==> src/rtl/fft_pkg.sv <==
// rtl/fft_pkg.sv - shared state type, defaults and counter widths for the FFT frame controller
package fft_pkg;

    typedef enum logic [1:0] {
        ST_IDLE    = 2'd0,
        ST_RUN     = 2'd1,
        ST_RECOVER = 2'd2
    } fft_state_t;

    localparam int RST_CYCLES_DEF = 4;
    localparam int OUTST_W        = 4;
    localparam int DROP_W         = 16;
    localparam int RCNT_W         = 8;

endpackage

==> src/rtl/fft_frame_mon.sv <==
// rtl/fft_frame_mon.sv - checks FFT core output framing against frames sent, tracks outstanding frames
module fft_frame_mon
    import fft_pkg::*;
#(
    parameter int POW = 11
) (
    input  logic               clk,
    input  logic               aclr_n,
    input  logic               flush_i,
    input  logic               sink_eop_i,
    input  logic               source_sop_i,
    input  logic               source_eop_i,
    input  logic               source_valid_i,
    output logic [OUTST_W-1:0] outstanding_o,
    output logic               frame_done_o,
    output logic               fault_evt_o
);

    logic [POW-1:0]     ocnt_q, ocnt_d;
    logic [OUTST_W-1:0] outst_q, outst_d;
    logic               done_q, done_d;
    logic               inc, dec, sop_bad, eop_bad, eop_orphan, overflow, any_bad;

    always_comb begin
        inc        = sink_eop_i;
        dec        = source_valid_i && source_eop_i;
        sop_bad    = source_valid_i && source_sop_i && (ocnt_q != '0);
        eop_bad    = dec && (ocnt_q != '1);
        eop_orphan = dec && (outst_q == '0);
        overflow   = inc && !dec && (outst_q == '1);
        any_bad    = sop_bad || eop_bad || eop_orphan || overflow;
        fault_evt_o = !flush_i && any_bad;

        ocnt_d  = ocnt_q;
        outst_d = outst_q;
        done_d  = 1'b0;
        if (flush_i) begin
            ocnt_d  = '0;
            outst_d = '0;
        end else begin
            // A returned eop resynchronises the beat counter so one short frame does not poison the next
            if (dec) begin
                ocnt_d = '0;
            end else if (source_valid_i) begin
                ocnt_d = ocnt_q + 1'b1;
            end
            if (inc && !dec && !overflow) begin
                outst_d = outst_q + 1'b1;
            end else if (dec && !inc && !eop_orphan) begin
                outst_d = outst_q - 1'b1;
            end
            done_d = dec && !any_bad;
        end
    end

    always_ff @(posedge clk or negedge aclr_n) begin
        if (!aclr_n) begin
            ocnt_q  <= '0;
            outst_q <= '0;
            done_q  <= 1'b0;
        end else begin
            ocnt_q  <= ocnt_d;
            outst_q <= outst_d;
            done_q  <= done_d;
        end
    end

    assign outstanding_o = outst_q;
    assign frame_done_o  = done_q;

endmodule

==> src/rtl/fft_frame_ctrl.sv <==
// rtl/fft_frame_ctrl.sv - frames a real sample stream into N-point FFT core input and supervises the core
module fft_frame_ctrl
    import fft_pkg::*;
#(
    parameter int POW        = 11,
    parameter int DATA_WIDTH = 14,
    parameter int RST_CYCLES = RST_CYCLES_DEF
) (
    input  logic                  clk,
    input  logic                  aclr_n,
    input  logic                  enable,
    input  logic                  clear,
    input  logic                  in_valid,
    input  logic [DATA_WIDTH-1:0] in_Re,
    output logic                  sink_sop,
    output logic                  sink_eop,
    output logic                  sink_valid,
    output logic [DATA_WIDTH-1:0] sink_Re,
    output logic [DATA_WIDTH-1:0] sink_Im,
    input  logic                  source_sop,
    input  logic                  source_eop,
    input  logic                  source_valid,
    input  logic                  error,
    output logic                  fft_aclr,
    output logic                  busy,
    output logic                  frame_done,
    output logic                  fault,
    output logic [OUTST_W-1:0]    outstanding,
    output logic [DROP_W-1:0]     drop_cnt
);

    localparam logic [POW-1:0] LAST_IDX = '1;

    fft_state_t             state_q, state_d;
    logic                   por_q;
    logic [RCNT_W-1:0]      rcnt_q, rcnt_d;
    logic [POW-1:0]         idx_q, idx_d;
    logic                   valid_q, valid_d, sop_q, sop_d, eop_q, eop_d;
    logic [DATA_WIDTH-1:0]  re_q, re_d;
    logic                   fault_q, fault_d;
    logic [DROP_W-1:0]      drop_q, drop_d;
    logic                   drop_evt, mon_flush, mon_fault;

    always_comb begin
        state_d  = state_q;
        rcnt_d   = rcnt_q;
        idx_d    = idx_q;
        valid_d  = 1'b0;
        sop_d    = 1'b0;
        eop_d    = 1'b0;
        re_d     = '0;
        drop_evt = 1'b0;
        case (state_q)
            ST_IDLE: begin
                // The power-on cycle is the first of the RST_CYCLES core reset cycles
                if (por_q) begin
                    state_d  = ST_RECOVER;
                    rcnt_d   = RCNT_W'(RST_CYCLES - 2);
                    drop_evt = in_valid;
                end else if (in_valid && enable) begin
                    state_d = ST_RUN;
                    valid_d = 1'b1;
                    sop_d   = 1'b1;
                    re_d    = in_Re;
                    idx_d   = POW'(1);
                end else begin
                    drop_evt = in_valid;
                end
            end
            ST_RUN: begin
                if (in_valid) begin
                    valid_d = 1'b1;
                    re_d    = in_Re;
                    sop_d   = (idx_q == '0);
                    eop_d   = (idx_q == LAST_IDX);
                    idx_d   = idx_q + 1'b1;
                    if (idx_q == LAST_IDX && !enable) begin
                        state_d = ST_IDLE;
                    end
                end
            end
            ST_RECOVER: begin
                drop_evt = in_valid;
                if (rcnt_q == '0) begin
                    state_d = ST_IDLE;
                end else begin
                    rcnt_d = rcnt_q - 1'b1;
                end
            end
            default: state_d = ST_IDLE;
        endcase
        if (error) begin
            state_d = ST_RECOVER;
            rcnt_d  = RCNT_W'(RST_CYCLES - 1);
            idx_d   = '0;
            valid_d = 1'b0;
            sop_d   = 1'b0;
            eop_d   = 1'b0;
            re_d    = '0;
        end
    end

    always_comb begin
        fault_d = fault_q;
        if (clear) begin
            fault_d = 1'b0;
        end
        if (mon_fault || error) begin
            fault_d = 1'b1;
        end
        drop_d = drop_q;
        if (clear) begin
            drop_d = '0;
        end else if (drop_evt && drop_q != '1) begin
            drop_d = drop_q + 1'b1;
        end
    end

    always_ff @(posedge clk or negedge aclr_n) begin
        if (!aclr_n) begin
            state_q <= ST_IDLE;
            por_q   <= 1'b1;
            rcnt_q  <= '0;
            idx_q   <= '0;
            valid_q <= 1'b0;
            sop_q   <= 1'b0;
            eop_q   <= 1'b0;
            re_q    <= '0;
            fault_q <= 1'b0;
            drop_q  <= '0;
        end else begin
            state_q <= state_d;
            por_q   <= 1'b0;
            rcnt_q  <= rcnt_d;
            idx_q   <= idx_d;
            valid_q <= valid_d;
            sop_q   <= sop_d;
            eop_q   <= eop_d;
            re_q    <= re_d;
            fault_q <= fault_d;
            drop_q  <= drop_d;
        end
    end

    // Anything the core emits while it is held in reset is ignored rather than judged
    assign mon_flush = error || por_q || (state_q == ST_RECOVER);

    fft_frame_mon #(
        .POW(POW)
    ) u_mon (
        .clk            (clk),
        .aclr_n         (aclr_n),
        .flush_i        (mon_flush),
        .sink_eop_i     (valid_q && eop_q),
        .source_sop_i   (source_sop),
        .source_eop_i   (source_eop),
        .source_valid_i (source_valid),
        .outstanding_o  (outstanding),
        .frame_done_o   (frame_done),
        .fault_evt_o    (mon_fault)
    );

    assign sink_valid = valid_q;
    assign sink_sop   = sop_q;
    assign sink_eop   = eop_q;
    assign sink_Re    = re_q;
    assign sink_Im    = '0;
    assign fft_aclr   = por_q || (state_q == ST_RECOVER);
    assign busy       = (state_q != ST_IDLE);
    assign fault      = fault_q;
    assign drop_cnt   = drop_q;

endmodule

==> config.mk <==
export PLATFORM = sky130hd
export DESIGN_NAME = fft_frame_ctrl
export DESIGN_NICKNAME = d
export VERILOG_FILES = /design/src/rtl/fft_pkg.sv /design/src/rtl/fft_frame_mon.sv /design/src/rtl/fft_frame_ctrl.sv
export SDC_FILE = /design/constraint.sdc
export NUM_CORES = 1
export LEC_CHECK = 0
export BUFFER_PORTS_ARGS = -buffer_cell sky130_fd_sc_hd__buf_4
export CAP_MARGIN = 10
export CORE_ASPECT_RATIO = 1.25
export CORE_MARGIN = 2
export CORE_UTILIZATION = 28
export CTS_BUF_LIST = sky130_fd_sc_hd__clkbuf_4
export DETAILED_ROUTE_END_ITERATION = 8
export GPL_TIMING_DRIVEN = 0
export PLACE_DENSITY = 0.53
export SLEW_MARGIN = 20
export SYNTH_ARGS = -nofsm -noshare
export SYNTH_HDL_FRONTEND = slang
export SYNTH_SLANG_ARGS = --single-unit
export TNS_END_PERCENT = 30
==> constraint.sdc <==
create_clock -name clk -period 2.9 [get_ports clk]
set_clock_uncertainty 0.05 [all_clocks]
set_input_delay 0.145 -clock clk [delete_from_list [all_inputs] [get_ports clk]]
set_output_delay 0.145 -clock clk [all_outputs]
set_load 0.005 [all_outputs]
==> metrics.txt <==
status=finished, final reports clean; Reg2Reg Launch Point=idx_q[0]$_DFFE_PN0P_; critical setup path kind=reg -> reg; Async SR Flop Fraction=100%; Yosys warning total=0; H-tree levels=3; RSZ-0062 raised after global routing=false; die footprint=14,800 um^2; drt drc=0; Hold Startpoint=enable; worst reg-to-reg setup slack=300 ps; VDD IR max=0.192 mV; Power Dens Cells=423 nW/um^2; die height=135 um; Initial Utilization=28.3%; Comb pwr share=17.5%; Tmin final=2600 ps; post-synthesis compound-gate area fraction=13.4%; multiplexer share of the synthesized area=1.33%; FF-to-FF End=state_q[0]$_DFFE_PN0P_; critical path endpoint category=flip-flop; via count=3,334; CP Max Fanout=7; Cell Area, Synth=3860 um^2; GRT Util Overall=13.6%; Worst Max-Slew Pin Slew=926 ps; largest net degree at the start of global routing=73; Hold Crit Depth=5; flops & latches, synth=72; clk buf depth=2; Final nets=550; final hold vios=0; Worst Hold Endpoint=sink_sop$_DFF_PN0_; Slew Limit Fails=0; area leader, netlist=dfrtp_1; wirelength, routed=9.38 mm; largest family of logic cells by synthesized area=simple AND/OR/NAND/NOR gates; simple-gate share of the synthesized area=23.3%; initial antenna violation count=1; Tcrit/Tclk final=89.7%; switching share of power=29.1%; DR vias/cell=4.78; Die Width=109 um; I/O pin cnt=78; count of cell types in the netlist=58; clock transition at the registers of the reported paths=130 ps; Relative slew margins=38.3%; hold crit path type=in -> reg; xor and xnor fraction of the mapped netlist area=4.76%; Skew-Pair Late Insertion Delay=440 ps; most common cell in the netlist=dfrtp_1; CTS sink cnt=72; ratio of cells with drive above 1 in the final layout=19.8%; Leak=0.00228 uW; nature of the critical path startpoint=flip-flop; TritonCTS Buffers=9; core footprint=13,600 um^2; DP HPWL=6.57 mm; clock root buffer=clkbuf_4; Sequential Power Share=52.8%; WP data arrival=2870 ps; fmax=384 MHz; Pre-Repair DR Iteration Count=4; Main synth FF type=dfrtp_1; Cells after Synth=411; Pint=1480 uW; Rows=48; routed wire length per instance=13.5 um; 1st-iter DRT viols=123; first-pass GRT wire length=15.7 mm; IO Port Bufs=61; Seq/Total Area, Yosys=46.7%; critical path data required time=3170 ps; routability cong.=0.796; vias in the first global route=3,221; Total Neg Setup Slack=0 ps; Overflow after GRT=0; EDFF count, synth=0; Synth Area in Adders=3.43%; average size of a mapped cell=9.39 um^2; setup repair bufs after CTS=0; worst hold slack=146 ps; R2R depth=6; antenna-violating nets left=0; synth cell count leaders=dfrtp_1 (71), nor2_1 (44), o21ai_0 (25), inv_1 (24), nand2_1 (23); max cap viols=0; share of the synthesized area in the top cell type=46.0%; Area Overhead vs Synth=27.3%; # setup viols final=0; Synth area leaders=dfrtp_1 (46%), nor2_1 (4.3%), xor2_1 (3.6%); Clk pwr share=29.7%; CTS tree=yes; Psw=605 uW
logic make-up (layout without fill, tap and decap cells):
group / count (synthesis) / count (layout)
muxes: 5 / 5
other: 1 / 16
and+or+nand+nor: 169 / 169
buffers and inverters: 53 / 149
DFF: 72 / 72
adders and majority gates: 10 / 10
AOI/OAI and AO/OA: 80 / 80
xor gates and xnor gates: 21 / 21
state kept, by name, summed over array words and instances (netlist names):
signal and count:
sink_eop 1, fault 1, u_mon.outstanding_o 4, state_q 2, sink_sop 1, rcnt_q 8
drop_cnt 16, u_mon.frame_done_o 1, por_q 1, sink_Re 14, idx_q 11, u_mon.ocnt_q 11
sink_valid 1
how the worst max path moves through the flow:
stage                                       startpoint                            endpoint  slack (ps)
floorplan           u_mon.outstanding_o[0]$_DFFE_PN0P_  u_mon.outstanding_o[3]$_DFFE_PN0P_         850
global placement    u_mon.outstanding_o[0]$_DFFE_PN0P_  u_mon.outstanding_o[3]$_DFFE_PN0P_         710
detailed placement  u_mon.outstanding_o[3]$_DFFE_PN0P_  u_mon.outstanding_o[3]$_DFFE_PN0P_         670
CTS                               idx_q[0]$_DFFE_PN0P_              state_q[0]$_DFFE_PN0P_         290
global route                      idx_q[0]$_DFFE_PN0P_              state_q[0]$_DFFE_PN0P_         170
finish                            idx_q[0]$_DFFE_PN0P_              state_q[0]$_DFFE_PN0P_         300
placed cells by master, fill, tap and decap left out, drive strengths merged, types with 5 or more instances in the layout:
cell and n:
nor4 11, dfrtp 71, xnor2 5, o21ai 25, nand3 12, a21oi 17
ha 9, o211ai 5, and3 8, and2 16, conb 15, nand2 23
nor3 13, a31oi 5, dlygate4sd3 20, nor2 44, xor2 16, buf 82
inv 24, clkbuf 18, nand4 17, nand2b 5
per-stage QoR:
| step | util, % | setup WS [ps] | power [uW] | instances | cell area (um^2) |
|---|---|---|---|---|---|
| 6_report | 36.1 | 299 | 2080 | 697 | 4920 |
| 5_1_grt | 36.1 | 165 | 2210 | 697 | 4920 |
| 4_1_cts | 36.0 | 291 | 2110 | 696 | 4910 |
| 3_5_place_dp | 33.7 | 670 | 1460 | 661 | 4590 |
| 3_3_place_gp | 33.7 | 707 | 1450 | 661 | 4590 |
| 2_1_floorplan | - | 846 | 1330 | 425 | 3910 |
critical path, cell delays in order, from the launching register on:
cell	delay (ps)
dfrtp_1	500
ha_1	240
nand3_1	150
nor4_1	650
and4b_1	290
nor4_1	50
dlygate4sd3_1	560
layer usage:
layer	GRT usage (%)	vias up	part of all wire, %
li1	-	1644	-
met1	16.6	1631	43
met2	23.0	46	52
met3	2.21	13	2.5
met4	6.84	0	2.6
met5	0	-	0
timing repair:
action | 4_1_cts | 5_1_grt
gates resized for setup | 0 | 0
hold buffers | 20 | 0
endpoints found under the hold margin | 93 | 0
power by group through the flow:
stage / Combinational (uW) / Sequential, uW / Clock (uW)
floorplan: 226 / 1110 / 0
global placement: 337 / 1110 / 0
detailed placement: 344 / 1120 / 0
CTS: 368 / 1100 / 646
global route: 415 / 1110 / 694
finish: 364 / 1100 / 619
layout make-up:
| cell class | instances | area [um^2] |
|---|---|---|
| buffer | 29 | 178 |
| clock inverter | 5 | 48.8 |
| timing repair buffer | 81 | 658 |
| clock buffer | 10 | 75.1 |
| antenna | 1 | 2.50 |
| inverter | 24 | 90.1 |
| tap | 175 | 219 |
| multi-input combinational | 300 | 1840 |
| fill | 1404 | 8720 |
| sequential | 72 | 1800 |
No activity file was read; power rests on OpenSTA's default activity.
